`src/rtl/mem_ctrl_if.sv`:
```
// Core-side bus of mem_ctrl: burst request, write-beat stream and read-response stream.
interface mem_ctrl_if #(
  parameter int DATA_W = 16,
  parameter int ADDR_W = 16
);
  logic              req_valid;
  logic              req_ready;
  logic              req_rw;
  logic [ADDR_W-1:0] req_addr;
  logic [3:0]        req_len;
  logic              wr_valid;
  logic              wr_ready;
  logic [DATA_W-1:0] wr_data;
  logic              rsp_valid;
  logic [DATA_W-1:0] rsp_data;
  logic              rsp_last;
  logic              done;

  modport master (
    output req_valid, req_rw, req_addr, req_len, wr_valid, wr_data,
    input  req_ready, wr_ready, rsp_valid, rsp_data, rsp_last, done
  );

  modport slave (
    input  req_valid, req_rw, req_addr, req_len, wr_valid, wr_data,
    output req_ready, wr_ready, rsp_valid, rsp_data, rsp_last, done
  );
endinterface

```
`src/rtl/mem_ctrl.sv`:
```
// Burst memory access controller: sequences 1-16 word reads/writes at wrapping
// addresses toward a single-port RAM and streams read data back to the core.
module mem_ctrl #(
  parameter int DATA_W    = 16,
  parameter int ADDR_W    = 16,
  parameter int MEM_DEPTH = 256,
  parameter int RD_LAT    = 1
) (
  input  logic              clk,
  input  logic              rst,
  mem_ctrl_if.slave         core,
  output logic              mem_en,
  output logic              mem_rw,
  output logic [ADDR_W-1:0] mem_addr,
  output logic [DATA_W-1:0] mem_wdata,
  input  logic [DATA_W-1:0] mem_q
);
  localparam logic [ADDR_W-1:0] ADDR_MASK = ADDR_W'(MEM_DEPTH - 1);

  typedef enum logic [1:0] {IDLE, RD_ISSUE, RD_DRAIN, WR_BEAT} state_t;

  state_t              state_q, state_d;
  logic [3:0]          k_q, k_d, len_q;
  logic [ADDR_W-1:0]   start_q, cur_addr, last_addr_q;
  logic [DATA_W-1:0]   last_wdata_q, rsp_data_q;
  logic [RD_LAT-1:0]   vld_q, lst_q;
  logic                armed_q, accept, req_ready, wr_ready, wr_last;
  logic                rd_issue, rd_done, done_wr_q, rsp_valid_q, rsp_last_q;

  // armed_q keeps req_ready low during reset and until the first edge after release
  assign req_ready = armed_q && (state_q == IDLE);
  assign accept    = core.req_valid && req_ready;
  assign cur_addr  = (start_q + ADDR_W'(k_q)) & ADDR_MASK;
  assign rd_issue  = mem_en && mem_rw;
  assign rd_done   = (state_q == RD_DRAIN) && rsp_valid_q && rsp_last_q;

  always_comb begin
    state_d  = state_q;
    k_d      = k_q;
    mem_en   = 1'b0;
    mem_rw   = 1'b1;
    wr_ready = 1'b0;
    wr_last  = 1'b0;
    case (state_q)
      IDLE: begin
        if (accept) begin
          k_d     = '0;
          state_d = core.req_rw ? RD_ISSUE : WR_BEAT;
        end
      end
      RD_ISSUE: begin
        mem_en = 1'b1;
        k_d    = k_q + 4'd1;
        if (k_q == len_q) state_d = RD_DRAIN;
      end
      RD_DRAIN: begin
        if (rd_done) state_d = IDLE;
      end
      WR_BEAT: begin
        wr_ready = 1'b1;
        if (core.wr_valid) begin
          mem_en = 1'b1;
          mem_rw = 1'b0;
          k_d    = k_q + 4'd1;
          if (k_q == len_q) begin
            wr_last = 1'b1;
            state_d = IDLE;
          end
        end
      end
      default: state_d = IDLE;
    endcase
  end

  assign mem_addr  = mem_en ? cur_addr : last_addr_q;
  assign mem_wdata = (mem_en && !mem_rw) ? core.wr_data : last_wdata_q;

  assign core.req_ready = req_ready;
  assign core.wr_ready  = wr_ready;
  assign core.rsp_valid = rsp_valid_q;
  assign core.rsp_data  = rsp_data_q;
  assign core.rsp_last  = rsp_last_q;
  assign core.done      = done_wr_q || rd_done;

  always_ff @(posedge clk or posedge rst) begin
    if (rst) begin
      state_q      <= IDLE;
      k_q          <= '0;
      len_q        <= '0;
      start_q      <= '0;
      armed_q      <= 1'b0;
      last_addr_q  <= '0;
      last_wdata_q <= '0;
      done_wr_q    <= 1'b0;
      vld_q        <= '0;
      lst_q        <= '0;
      rsp_valid_q  <= 1'b0;
      rsp_last_q   <= 1'b0;
      rsp_data_q   <= '0;
    end else begin
      state_q   <= state_d;
      k_q       <= k_d;
      armed_q   <= 1'b1;
      done_wr_q <= wr_last;
      if (accept) begin
        start_q <= core.req_addr;
        len_q   <= core.req_len;
      end
      if (mem_en) last_addr_q <= mem_addr;
      if (mem_en && !mem_rw) last_wdata_q <= mem_wdata;
      // Outstanding-read tracker: one bit per issued read, tail aligns with mem_q valid
      vld_q       <= RD_LAT'({vld_q, rd_issue});
      lst_q       <= RD_LAT'({lst_q, rd_issue && (k_q == len_q)});
      rsp_valid_q <= vld_q[RD_LAT-1];
      rsp_last_q  <= lst_q[RD_LAT-1];
      if (vld_q[RD_LAT-1]) rsp_data_q <= mem_q;
    end
  end
endmodule

```
`src/flat_wrapper.sv`:
```
// flat-port wrapper written by rule: the top's interface ports become plain ports
module mem_ctrl_flat 
#(
  parameter int DATA_W    = 16,
  parameter int ADDR_W    = 16,
  parameter int MEM_DEPTH = 256,
  parameter int RD_LAT    = 1
)
  (clk, rst, mem_en, mem_rw, mem_addr, mem_wdata, mem_q, core_req_valid, core_req_rw, core_req_addr, core_req_len, core_wr_valid, core_wr_data, core_req_ready, core_wr_ready, core_rsp_valid, core_rsp_data, core_rsp_last, core_done);
  mem_ctrl_if #(.DATA_W(DATA_W), .ADDR_W(ADDR_W)) core_i ();
  input  logic clk;
  input  logic rst;
  output logic mem_en;
  output logic mem_rw;
  output logic [ADDR_W-1:0] mem_addr;
  output logic [DATA_W-1:0] mem_wdata;
  input  logic [DATA_W-1:0] mem_q;
  input wire logic [$bits(core_i.req_valid)-1:0] core_req_valid;
  input wire logic [$bits(core_i.req_rw)-1:0] core_req_rw;
  input wire logic [$bits(core_i.req_addr)-1:0] core_req_addr;
  input wire logic [$bits(core_i.req_len)-1:0] core_req_len;
  input wire logic [$bits(core_i.wr_valid)-1:0] core_wr_valid;
  input wire logic [$bits(core_i.wr_data)-1:0] core_wr_data;
  output wire logic [$bits(core_i.req_ready)-1:0] core_req_ready;
  output wire logic [$bits(core_i.wr_ready)-1:0] core_wr_ready;
  output wire logic [$bits(core_i.rsp_valid)-1:0] core_rsp_valid;
  output wire logic [$bits(core_i.rsp_data)-1:0] core_rsp_data;
  output wire logic [$bits(core_i.rsp_last)-1:0] core_rsp_last;
  output wire logic [$bits(core_i.done)-1:0] core_done;
  assign core_i.req_valid = core_req_valid;
  assign core_i.req_rw = core_req_rw;
  assign core_i.req_addr = core_req_addr;
  assign core_i.req_len = core_req_len;
  assign core_i.wr_valid = core_wr_valid;
  assign core_i.wr_data = core_wr_data;
  assign core_req_ready = core_i.req_ready;
  assign core_wr_ready = core_i.wr_ready;
  assign core_rsp_valid = core_i.rsp_valid;
  assign core_rsp_data = core_i.rsp_data;
  assign core_rsp_last = core_i.rsp_last;
  assign core_done = core_i.done;
  mem_ctrl #(.DATA_W(DATA_W), .ADDR_W(ADDR_W), .MEM_DEPTH(MEM_DEPTH), .RD_LAT(RD_LAT)) u_core (.clk(clk), .rst(rst), .core(core_i), .mem_en(mem_en), .mem_rw(mem_rw), .mem_addr(mem_addr), .mem_wdata(mem_wdata), .mem_q(mem_q));
endmodule
```
`config.mk`:
```
export PLATFORM = sky130hd
export DESIGN_NAME = mem_ctrl_flat
export DESIGN_NICKNAME = d
export VERILOG_FILES = /design/src/rtl/mem_ctrl_if.sv /design/src/rtl/mem_ctrl.sv /design/src/flat_wrapper.sv
export SDC_FILE = /design/constraint.sdc
export NUM_CORES = 1
export LEC_CHECK = 0
export ABC_AREA = 0
export CAP_MARGIN = 20
export CORE_MARGIN = 2
export CORE_UTILIZATION = 30
export DETAILED_ROUTE_END_ITERATION = 7
export PLACE_DENSITY = 0.64
export RECOVER_POWER = 25
export SLEW_MARGIN = 20
export SYNTH_ARGS = -nofsm -noshare
export SYNTH_HDL_FRONTEND = slang
export SYNTH_SLANG_ARGS = --single-unit
```
`constraint.sdc`:
```
create_clock -name clk -period 6.95 [get_ports clk]
set_clock_uncertainty 0.15 [all_clocks]
set_input_delay 1.39 -clock clk [delete_from_list [all_inputs] [get_ports clk]]
set_output_delay 1.39 -clock clk [all_outputs]
set_load 0.01 [all_outputs]
```
# Yosys cells after proc, flatten, opt, wreduce, memory -nomap -nowiden

Cells that the tools add are included.

Memory bits (writable): 0
Input bits: 57
Memories kept: 0
Flip-flop bits (word level): 72
Bits in read-only memories: 0
Word-level logic and storage cells: 57
Output and inout bits: 55
Bits in latches: 0

Mux-type cells: 20
Equal/unequal tests: 9
Magnitude comparators: 0
Shifts and indexed selects: 0
Reduce and logical (&&, ||, !) cells: 13
Div/mod/pow operators: 0
Bitwise gates (word level): 0
Multiply operators: 0
Add/sub/neg operators: 2

Operator list:

| kind                                                                     | count |
|---|---|
| 16-bit 2-to-1 mux                                                        | 2 |
| 2-bit 2-to-1 mux                                                         | 6 |
| 4-bit case mux with 3 select lines                                       | 1 |
| 8-bit by 4-bit adder with 8-bit output                                   | 1 |
| 4-bit 2-to-1 mux                                                         | 2 |
| 2-bit by 1-bit inequality test with 1-bit output (second input constant) | 4 |
| 2-bit case mux with 4 select lines                                       | 1 |
| 1-bit logical AND                                                        | 7 |
| 1-bit 2-to-1 mux                                                         | 7 |
| 5-bit AND reduction                                                      | 1 |
| 4-bit by 1-bit adder with 4-bit output (second input constant)           | 1 |
| 2-bit equality test (second input constant)                              | 2 |
| 4-bit equality test                                                      | 1 |
| 3-bit AND reduction                                                      | 1 |
| 3-bit nonzero test                                                       | 1 |
| 2-bit by 1-bit equality test with 1-bit output (second input constant)   | 1 |
| 2-bit logical NOT                                                        | 1 |
| 2-bit inequality test (second input constant)                            | 1 |
| 1-bit case mux with 2 select lines                                       | 1 |
| 1-bit logical NOT                                                        | 1 |
| 1-bit logical OR                                                         | 1 |

# Logic depth before layout (Yosys ltp)

Gate-level depths: netlist (run 1).

Word-level depth: 5
Gate-level depth with buffers: 7
Mapped depth without buffers: 7

# Worst setup path after synthesis (run 1)

OpenSTA, ideal clock, no wires.

Kind: in2out
Start point: input port core_wr_valid
End point: output port mem_addr[0]
Setup slack: 3213 ps
Data required time: 5410 ps
Path buffers: 1
Stages on the path: 5
Arrival time: 2197 ps
Path through: nand2b_2 > nand2_1 > inv_2 > buf_6 > mux2_4

Cells in the longest elaborated chain, start to end: 3

RTL lines:

| element                            | line               | text |
|---|---|---|
| start: declaration                 | flat_wrapper.sv:22 | `input wire logic [$bits(core_i.wr_valid)-1:0] core_wr_valid;` |
| 1-bit 2-to-1 mux                   | mem_ctrl.sv:61     | `if (core.wr_valid) begin` |
| 1-bit case mux with 2 select lines | mem_ctrl.sv:44     | `case (state_q)` |
| named net mem_en                   | flat_wrapper.sv:13 | `output logic mem_en;` |
| 16-bit 2-to-1 mux                  | mem_ctrl.sv:75     | `assign mem_addr = mem_en ? cur_addr : last_addr_q;` |
| end: declaration                   | flat_wrapper.sv:15 | `output logic [ADDR_W-1:0] mem_addr;` |

The timed path passes the listed nets, and every way through them passes these cells.

# Final worst setup path (run 1)

Start point: input port core_wr_valid
End point: output port mem_wdata[2]

Cells in the longest elaborated chain, start to end: 5
Elaborated cells on any way between the ends: 7
Classes of those cells: mux: 5; reduce/logical: 2

RTL lines:

| element               | line               | text |
|---|---|---|
| 1-bit 2-to-1 mux      | mem_ctrl.sv:61     |  |
| 1-bit 2-to-1 mux      | mem_ctrl.sv:44     |  |
| 1-bit logical NOT     | mem_ctrl.sv:76     | `assign mem_wdata = (mem_en && !mem_rw) ? core.wr_data : last_wdata_q;` |
| 1-bit logical AND (*) | mem_ctrl.sv:76     |  |
| 16-bit 2-to-1 mux (*) | mem_ctrl.sv:76     |  |
| end: declaration      | flat_wrapper.sv:16 | `output logic [DATA_W-1:0] mem_wdata;` |

Every way passes the cells marked *; elsewhere a longest branch is shown, timed or not.

==> flow_summary.toml, run 1 <==
[routing]
drt_pass1_iterations = 4
routed_wl_um = 6890
vias = 2236
post_drt_wl_per_cell_um = 13.8
viasPerCell = 4.48
drt_iter0_markers = 84
ant_nets = 0
route.detailed.drc = 0

[clocking]
cts_sinks = 72
clockBufferDepth = 2
htreeDepth = 3
postCtsSetupBuffers = 0
cts_inserted_buffers = 9
cts_hold_buf = 0
clk_pin_slew_ns = 0.06
cts.repair.resized = 0
insertion_delay_ns = 0.32
root_buffer = "clkbuf_16"
cts_tree = "done"

[sta]
setup-violations-final = 0
post-route-period-util_pct = 80.3
fin_crit_ns = 5.58
hold_ws_ns = 0.215
tightest_slew_ns = 1.64
maxSlewViolCount = 35
fin_tns_setup_ns = 0
slew_headroom_pct = -9.87
max_freq_mhz = 179
hold_viol_final = 0
grt_setup_unrepaired = "no"

[logic_synthesis]
netlist_area_um2 = 3390
async_flop_share_pct = 100
syn_inst = 251
yosys_warnings = 0
syn-num-nets = 314
ys_types = 40
synth-edff-count = 0
ys_ff_latch = 72
avgSynthCellArea_um2 = 13.5
synth-seq-area-share_pct = 53.1
synthFlopType = "dfrtp_1"

[critical_path]
start_kind = "input pin"
worst-path-max-fanout = 34
worstPathRequired_ns = 5.41
path_class = "input pin to primary output"
cp-end-kind = "primary output"
critPathLaunch = "core_wr_valid"
timing.rr.start = "u_core.state_q[0]"
worst_ep_arrival_time_ns = 4.04

[floorplanning]
die-area_um2 = 12200
die_w_um = 110
ios = 112
die_y_um = 110
rows = 38
core_um2 = 10900
initial_core_util_pct = 31.0

[run]
drv_cap = 1

[layout]
diodes = 0
nNetsFinal = 418
syn2layout_area_growth_pct = 39.3
final_cell_mix = "clkdlybuf4s50_1 (85), dfrtp_1 (72), mux2_2 (31), dlygate4sd3_1 (18)"
design_area_um2 = 4730
drive_above_1_share_pct = 18.9
final_common_cell = "clkdlybuf4s50_1"

[global_routing]
grt_pass1_wl_um = 10800
grt.met3_usage_pct = 3.64
grt_remaining_overflow = 0
antenna_found_initial = 0
use_met2_pct = 17.4
grt_usage_pct = 11.7
grt_pass1_vias = 2216
use_met1_pct = 15.5
busiest_layer = "met2"
grt_max_degree = 73

[placement]
numPortBuffers = 103
place.gp.congestion = 0.725
dp_hpwl_um = 4810
dpl-instance-area_um2 = 4500

[pwr]
p_leak_uw = 0.00208
p_per_area_nw_per_um2 = 437
p_total_uw = 2070
peakVddDrop_mv = 0.194

[worst_hold_path]
hold_class = "register to register"
hold_start = "u_core.lst_q"

[run_status]
violations = "capacitance limit, slew limit"
status = "finished, violations left"
cell usage after synthesis (2+ instances only):
library cell  instances  area share (%)
a21oi_1               2            0.29
mux2_2               31              10
o21ai_0              17             2.5
a31oi_1               4            0.74
buf_12                3             1.8
clkbuf_1              3            0.33
ha_1                  5             1.8
nand2b_1              2            0.37
nand3_1               5            0.74
buf_2                 3            0.44
a211oi_1              2            0.44
mux2_4               29              13
inv_1                 6            0.66
or3_1                 3            0.55
xnor2_1               4             1.0
xor2_1                4             1.0
nor2_1                5            0.55
dfrtp_1              72              53
nand4_1               2            0.37
nand2_1              11             1.2
nor2b_1               2            0.37
a21o_1                2            0.44
and2_1               17             3.1
worst max-delay path, cell delays in order:
cell	delay (ns)
dlygate4sd3_1	0.55
nand2_1	1.18
mux2_4	0.34
clkdlybuf4s50_1	0.55
per-stage QoR:
step / cells / util, % / worst slack (ns)
detailed placement: 484 / 41.2 / 1.50
global route: 499 / 43.2 / 1.22
CTS: 499 / 43.8 / 1.50
global placement: 484 / 41.2 / 1.56
finish: 499 / 43.2 / 1.37
floorplan: 251 / - / 3.21
registers in the layout, summed over array words and instances (netlist names), 2 cells and up:
signal / count
u_core.k_q: 4
u_core.last_addr_q: 16
u_core.len_q: 4
u_core.last_wdata_q: 16
u_core.start_q: 8
u_core.state_q: 2
u_core.core.rsp_data: 16
routing by layer:
metal / routed length (um) / vias to the layer above
li1: - / 1084
met1: 3260 / 1068
met2: 3050 / 74
met3: 458 / 10
met4: 127 / 0
met5: 0 / -
report_power, final:
group / total [uW] / internal (uW) / switching (uW)
combinational: 910 / 552 / 359
sequential: 707 / 590 / 117
clock: 448 / 274 / 174
total: 2070 / 1420 / 649
cells by family after synthesis:
| family | Yosys count | synth area share [%] |
|---|---|---|
| other cells | 1 | 0.110 |
| mux | 60 | 23.1 |
| flops | 72 | 53.1 |
| compound gates | 33 | 5.93 |
| fa+ha+maj | 6 | 2.43 |
| xor+xnor | 8 | 2.06 |
| simple gates | 53 | 9.40 |
| buf+inv | 18 | 3.87 |
path summary, 6_finish.rpt:
kind / to / slack [ns] / cells past startpoint
min reg2reg: u_core.core.rsp_last / 0.22 / 0
max: mem_wdata[2] / 1.37 / 4
min: u_core.core.rsp_last / 0.22 / 0
min in group asynchronous: u_core.core.rsp_data[8] / 1.65 / 3
max reg2reg: u_core.last_wdata_q[4] / 4.32 / 3
max in group asynchronous: u_core.last_wdata_q[10] / 4.41 / 3
area by class of cell:
class / count / area [um2]
clock buffers: 9 / 225
repair buffers: 104 / 1040
flip-flops and latches: 72 / 1800
multi-input cells: 161 / 1400
well taps: 140 / 175
inverters: 7 / 26.3
fillers: 1038 / 6210
clock inverters: 6 / 61.3
(Power assumes the default switching activity.)
==> inputs of run 2 (changes only) <==
Clock period 6.95 ns to 5.29 ns, I/O delays scaled along.
==> flow_summary.toml, run 2 (synthesis gave the netlist of run 1 again) <==
[run_status]
status = "finished, violations left"
violations = "capacitance limit, slew limit"

[placement]
dp_slack_ns = 0.940
numPortBuffers = 103
place.gp.congestion = 0.788
placed_cells = 485
dp_hpwl_um = 4840

[clocking]
cts_inserted_buffers = 9
postCtsSetupBuffers = 0
clockBufferDepth = 2
cts_tree = "done"
cts.repair.resized = 0
clk_pin_slew_ns = 0.06
insertion_delay_ns = 0.32
cts_sinks = 72
cts_hold_buf = 0
htreeDepth = 3
root_buffer = "clkbuf_16"

[floorplanning]
ios = 112
die_y_um = 110
die-area_um2 = 12200
rows = 38
initial_core_util_pct = 31.0
die_w_um = 110
core_um2 = 10900

[routing]
route.detailed.drc = 0
routed_wl_um = 6650
vias = 2241
viasPerCell = 4.47
drt_pass1_iterations = 4
ant_nets = 0
drt_iter0_markers = 64
post_drt_wl_per_cell_um = 13.3

[sta]
tightest_slew_ns = 2.05
post-route-period-util_pct = 82.1
max_freq_mhz = 230
fin_crit_ns = 4.34
fin_tns_setup_ns = 0
maxSlewViolCount = 48
setup-violations-final = 0
hold_ws_ns = 0.204
slew_headroom_pct = -37.1
grt_setup_unrepaired = "no"
setup_slack_ns = 0.950
hold_viol_final = 0

[worst_hold_path]
hold_class = "register to register"

[pwr]
p_per_area_nw_per_um2 = 577
p_leak_uw = 0.00215
peakVddDrop_mv = 0.218

[layout]
nNetsFinal = 419
syn2layout_area_growth_pct = 42.0
final_common_cell = "clkdlybuf4s50_1"
layout.cells.non_filler = 501
drive_above_1_share_pct = 23.5
diodes = 0
final_cell_mix = "clkdlybuf4s50_1 (86), dfrtp_1 (72), mux2_2 (31), mux2_4 (29)"
final_util_pct = 44.1

[critical_path]
worstPathRequired_ns = 4.08
worst-path-max-fanout = 32
path_class = "input pin to primary output"
worst_ep_arrival_time_ns = 3.13
cp-end-kind = "primary output"
start_kind = "input pin"

[run]
drv_cap = 1

[global_routing]
grt_pass1_wl_um = 10600
grt_max_degree = 48
grt_usage_pct = 11.4
grt_pass1_vias = 2256
antenna_found_initial = 0
grt_remaining_overflow = 0
run 2: changes by cell type in the layout (fill, tap and decap cells not counted), moves of 2 or more:
cell      delta
clkinv_2     -2
clkinv_4     +2
mux2_1      -12
mux2_4      +12
run 2: final cells by class:
| class | instances | area, um2 |
|---|---|---|
| clock buffers | 10 | 239 |
| inverters | 7 | 27.5 |
| flip-flops and latches | 72 | 1800 |
| multi-input cells | 161 | 1460 |
| well taps | 140 | 175 |
| fillers | 1057 | 6120 |
| clock inverters | 6 | 68.8 |
| repair buffers | 105 | 1050 |
run 2: final timing paths:
| check | start | endpoint | slack [ns] | cells after the start |
|---|---|---|---|---|
| min in group asynchronous | rst | u_core.core.rsp_data[4] | 1.58 | 2 |
| max in group asynchronous | rst | u_core.armed_q | 2.29 | 3 |
| min | u_core.lst_q | u_core.core.rsp_last | 0.20 | 0 |
| min reg2reg | u_core.lst_q | u_core.core.rsp_last | 0.20 | 0 |
| max | core_wr_valid | mem_addr[0] | 0.95 | 7 |
| max reg2reg | u_core.k_q[0] | u_core.last_addr_q[4] | 3.20 | 7 |
run 2: power breakdown:
part           switching [uW]  total, uW  internal (uW)  leakage (uW)
combinational             473       1240            768       0.00111
clock                     234        614            379      0.000149
sequential                152        927            775      0.000893
run 2: per-stage QoR:
| step | cell area (um2) | total power, uW |
|---|---|---|
| 5_1_grt | 4820 | 2970 |
| 3_3_place_gp | 4510 | 2160 |
| 2_1_floorplan | 3390 | 1690 |
| 6_report | 4820 | 2780 |
| 3_5_place_dp | 4510 | 2190 |
| 4_1_cts | 4820 | 2830 |
run 2: routing by layer:
layer  up-vias  GRT usage (%)  wire length, um
li1       1087              -                -
met5         -              0                0
met1      1084           14.8             3070
met2        65           17.8             3030
met4         0           4.82               63
met3         5           3.12              481
run 2: worst max-delay path: stages:
cell,delay [ns]
clkdlybuf4s50_1,0.51
nand2b_2,0.26
nand2_1,0.08
buf_4,0.26
inv_2,0.16
mux2_4,0.33
clkdlybuf4s50_1,0.48
==> RTL change 1 (config.mk and constraints of run 2) <==
`k_q` no longer has a reset.
--- a/src/rtl/mem_ctrl.sv
+++ b/src/rtl/mem_ctrl.sv
@@ -85,7 +85,6 @@
   always_ff @(posedge clk or posedge rst) begin
     if (rst) begin
       state_q      <= IDLE;
-      k_q          <= '0;
       len_q        <= '0;
       start_q      <= '0;
       armed_q      <= 1'b0;
@@ -99,7 +98,6 @@
       rsp_data_q   <= '0;
     end else begin
       state_q   <= state_d;
-      k_q       <= k_d;
       armed_q   <= 1'b1;
       done_wr_q <= wr_last;
       if (accept) begin
@@ -116,5 +114,9 @@
       if (vld_q[RD_LAT-1]) rsp_data_q <= mem_q;
     end
   end
+
+  always_ff @(posedge clk) begin
+    k_q <= k_d;
+  end
 endmodule
 
Formal check against the unedited RTL: same outputs for any inputs over 10 cycles, from zero or initial values and one cycle with rst high; that may be too few to reach the edited logic, so the function may still have changed.
==> RTL change 1 against run 2 <==
Design area is 4.3% lower; sequential cell count stayed put; non-clock buffer count is 1 higher; core utilization is 0.95 points lower; wire length is 0.27% lower; power is 1.7% lower; first-iteration DRC count is 11% lower; clock power is 25% lower; synthesized area is 4.2% lower; setup slack better by 170 ps; critical path type unchanged; largest power group unchanged; highest routed layer unchanged.
==> RTL change 1: results (changes against run 2) <==
Critical path
  – Crit path capture: mem_addr[4]
  – Reg-to-reg startpoint: u_core.k_q[0]$_SDFFCE_PP0P_
  – CP arrival: 2960 ps (-170 ps)
  – Critical path peak fanout: 31 (-3.1%)

Clocking
  – Clk pin slew, worst setup/hold paths: 80 ps (+20 ps)
  – Clock Latency Late Sink: 350 ps (+30 ps)
  – Root buf cell: clkbuf_8

Power and ir drop
  – Pleak: 1.99 nW (-7.3%)
  – VDD IR-drop max: 0.259 mV (+19%)

Synthesis
  – Synthesized instance count: 270 (+7.6%)
  – Synth cell types: 36 (-10%)
  – Async set-reset flop share out of synthesis: 0.944 (-0.0556)
  – Syn nets: 333 (+6.1%)
  – Sequential fraction of the synthesis area: 0.560 (+0.0297)

Run status
  – Status: complete, no violations

Finish
  – Nets: 438 (+4.5%)
  – Fillcell total: 1041 (-1.5%)
  – Layout cells sized above 1: 0.189 (-0.0460)

Drt
  – Routed length on met3: 449 um (-6.7%)
  – Post-Route M1 WL: 2780 um (-9.4%)
  – WL per Instance: 12.8 um (-3.9%)
  – Routed wl met2: 3330 um (+9.6%)

GRT
  – Vias in the first global route: 2382 (+5.6%)
  – Gr usage total: 0.121 (+0.00740)

Placed design
  – Global placement routability congestion: 0.766 (-2.8%)
  – Dpl cells: 504 (+3.9%)
-- RTL change 1: stage by stage --
stage / hold WS [ps] / setup slack (ps) / power [mW] / cell area [um^2]
after global placement: 187 / 1090 / 2.27 / 4400
after CTS: 211 / 1120 / 2.79 / 4610
final: 209 / 1120 / 2.74 / 4610
after global routing: 221 / 1010 / 2.95 / 4610
after floorplan: 181 / 2270 / 1.72 / 3250
after detailed placement: 191 / 1120 / 2.31 / 4400
-- RTL change 1: area by class of cell --
type | count | area (um^2) | area share
Sequential cell | 72 | 1820 | 0.395
Multi-Input combinational cell | 179 | 1330 | 0.288
Tap cell | 140 | 175 | 0.0380
Inverter | 7 | 26.3 | 0.00570
Clock inverter | 7 | 85.1 | 0.0184
Timing Repair Buffer | 106 | 1050 | 0.228
Clock buffer | 9 | 124 | 0.0269
-- RTL change 1: worst max-delay path: cells and delay by family --
family                 cells  cell delay [ps]
buffers and inverters      3             1350
and+or+nand+nor            2              270
AOI/OAI and AO/OA          1              270
-- RTL change 1: where the power goes --
| group | switching, mW | total, mW | internal [mW] |
|---|---|---|---|
| combinational | 0.530 | 1.30 | 0.766 |
| sequential | 0.175 | 0.980 | 0.806 |
| clock | 0.230 | 0.458 | 0.229 |
| total | 0.935 | 2.74 | 1.80 |
-- RTL change 1: routing by layer --
metal  GRT usage  up-vias
met5           0        -
met4      0.0412        0
met3      0.0470        8
met2       0.209       66
met1       0.136     1101
li1            -     1125
-- RTL change 1: cell families (layout without fill, tap and decap cells) --
group / Yosys count / after routing / synth area share
fa+ha+maj: 6 / 6 / 0.0254
buf+inv: 19 / 129 / 0.0312
xor+xnor: 9 / 9 / 0.0242
simple gates: 83 / 83 / 0.126
flops: 72 / 72 / 0.560
mux: 50 / 50 / 0.173
other cells: 1 / 1 / 0.00115
compound gates: 30 / 30 / 0.0581
==> RTL change 2 (flow settings as in run 2) <==
Made on the original files. `ADDR_W` is set to 16 in 3 places; all go to 15.
--- a/src/rtl/mem_ctrl_if.sv
+++ b/src/rtl/mem_ctrl_if.sv
@@ -1,7 +1,7 @@
 // Core-side bus of mem_ctrl: burst request, write-beat stream and read-response stream.
 interface mem_ctrl_if #(
   parameter int DATA_W = 16,
-  parameter int ADDR_W = 16
+  parameter int ADDR_W = 15
 );
   logic              req_valid;
   logic              req_ready;
--- a/src/rtl/mem_ctrl.sv
+++ b/src/rtl/mem_ctrl.sv
@@ -2,7 +2,7 @@
 // addresses toward a single-port RAM and streams read data back to the core.
 module mem_ctrl #(
   parameter int DATA_W    = 16,
-  parameter int ADDR_W    = 16,
+  parameter int ADDR_W    = 15,
   parameter int MEM_DEPTH = 256,
   parameter int RD_LAT    = 1
 ) (
--- a/src/flat_wrapper.sv
+++ b/src/flat_wrapper.sv
@@ -2,7 +2,7 @@
 module mem_ctrl_flat 
 #(
   parameter int DATA_W    = 16,
-  parameter int ADDR_W    = 16,
+  parameter int ADDR_W    = 15,
   parameter int MEM_DEPTH = 256,
   parameter int RD_LAT    = 1
 )
Ports: changed (resized core_req_addr and mem_addr); port bits go from 112 to 110. The function was not compared with the original's and may differ.
==> RTL change 2 against run 2 <==
Sequential share of layout area grew 0.83 points; sequential power shrank 0.8%; design area shrank 3.5%; setup slack gained 52 ps; wire length shrank 0.26%; critical path depth is the same; sequential cell count shrank 1; power shrank 7.5%; clock power shrank 30%; synthesized area shrank 1.2%; critical endpoint is now mem_addr[4]; largest power group unchanged.
==> RTL change 2: results (changes against run 2) <==
Run status
  – Status: complete, no violations

Critical path
  – Reg-to-reg slack, setup: 3240 ps (+40 ps)
  – Critical path peak fanout: 29 (-9.4%)
  – CP arrival: 3080 ps (-50 ps)
  – CP peak stage delay: 590 ps (+80 ps)

GRT
  – Pin count of the biggest net entering global routing: 40 (-17%)
  – First-pass GRT wire length: 10400 um (-1.3%)
  – Met3 GRT Util: 0.0273 (-0.00389)
  – GR Util met2: 0.177 (-0.000665)
  – M1 GR Usage: 0.147 (-0.000867)
  – Vias in the first global route: 2127 (-5.7%)
  – Gr usage total: 0.116 (+0.00235)

Power and ir drop
  – Comb pwr share: 0.476 (+0.030)
  – Part of the power in the clock network: 0.166 (-0.055)
  – Pleak: 2.08 nW (-3.2%)
  – Clock net power: 428 uW (-30%)

Synthesis
  – Synth Area in Compound Gates: 0.0601 (+0.000708)
  – Multiplexer share of the synthesized area: 0.233 (+0.00164)
  – Synth Cell Area: 3350 um^2 (-1.2%)
  – Ranking of synthesized cells by area: dfrtp_1 53%, mux2_4 13%, mux2_2 11%
  – Post-Synth Adder-Cell Area: 0.0246 (+0.000290)
  – XOR/XNOR share of the synthesized area: 0.0209 (+0.000246)
  – Sequential fraction of the synthesis area: 0.530 (-0.00112)
  – Avg Cell Area, Syn: 13.5 um^2 (about the same)
  – Syn nets: 310 (-1.3%)

Clocking
  – # clock sinks: 71 (-1.4%)
  – Clock Latency Late Sink: 340 ps (+20 ps)
  – Root buf cell: clkbuf_8

Finish
  – Nets: 414 (-1.2%)
  – Fillcell total: 1065 (+0.76%)
  – Comb_multi_in: 159 (-1.2%)
  – Clock buffers: 12 (+2)
  – Seq area share: 0.382 (+0.00830)
  – Layout cells sized above 1: 0.227 (-0.00857)
  – Multi-input gate share of total cell area: 0.311 (+0.00760)
  – Finished Layout Cells: 497 (-0.80%)

Drt
  – Post-Route M1 WL: 3000 um (-2.4%)
  – Routed wl met2: 3130 um (+3.2%)
  – Initial drt markers: 65 (+1.6%)
  – Final WL: 6640 um (-0.26%)

Placed design
  – Global placement routability congestion: 0.692 (-12%)
  – Setup WS pre-CTS: 971 ps (+30.6 ps)
  – Area post-placement: 4460 um^2 (-1.1%)
  – Dpl hpwl: 4820 um (-0.54%)
  – Dpl cells: 481 (-0.82%)

Timing
  – Fin. max-slew vios: 0 (-100%)
  – Rel. slew slack: 0.130 (+0.501)
  – Worst Hold Slack: 202 ps (-1.25 ps)
-- RTL change 2: cell types whose count changed after synthesis, sizes merged --
cell   delta
dfrtp     -1
and2      -2
-- RTL change 2: kinds of logic (layout without fill, tap and decap cells) --
family          after synthesis  after routing
fa+ha+maj                     6              6
flops                        71             71
compound gates               33             33
other cells                   1              1
xor+xnor                      8              8
mux                          60             60
simple gates                 51             51
buf+inv                      18            127
-- RTL change 2: worst max path at each step --
| stage | start | end | slack (ps) | depth (start not counted) |
|---|---|---|---|---|
| 2_1_floorplan | core_wr_valid | mem_addr[2] | 2230 | 5 |
| 5_1_grt | core_wr_valid | mem_addr[4] | 870 | 7 |
| 3_5_place_dp | core_wr_valid | mem_addr[4] | 970 | 7 |
| 6_report | core_wr_valid | mem_addr[4] | 1000 | 7 |
| 3_3_place_gp | core_wr_valid | mem_addr[4] | 970 | 7 |
| 4_1_cts | core_wr_valid | mem_addr[4] | 950 | 7 |
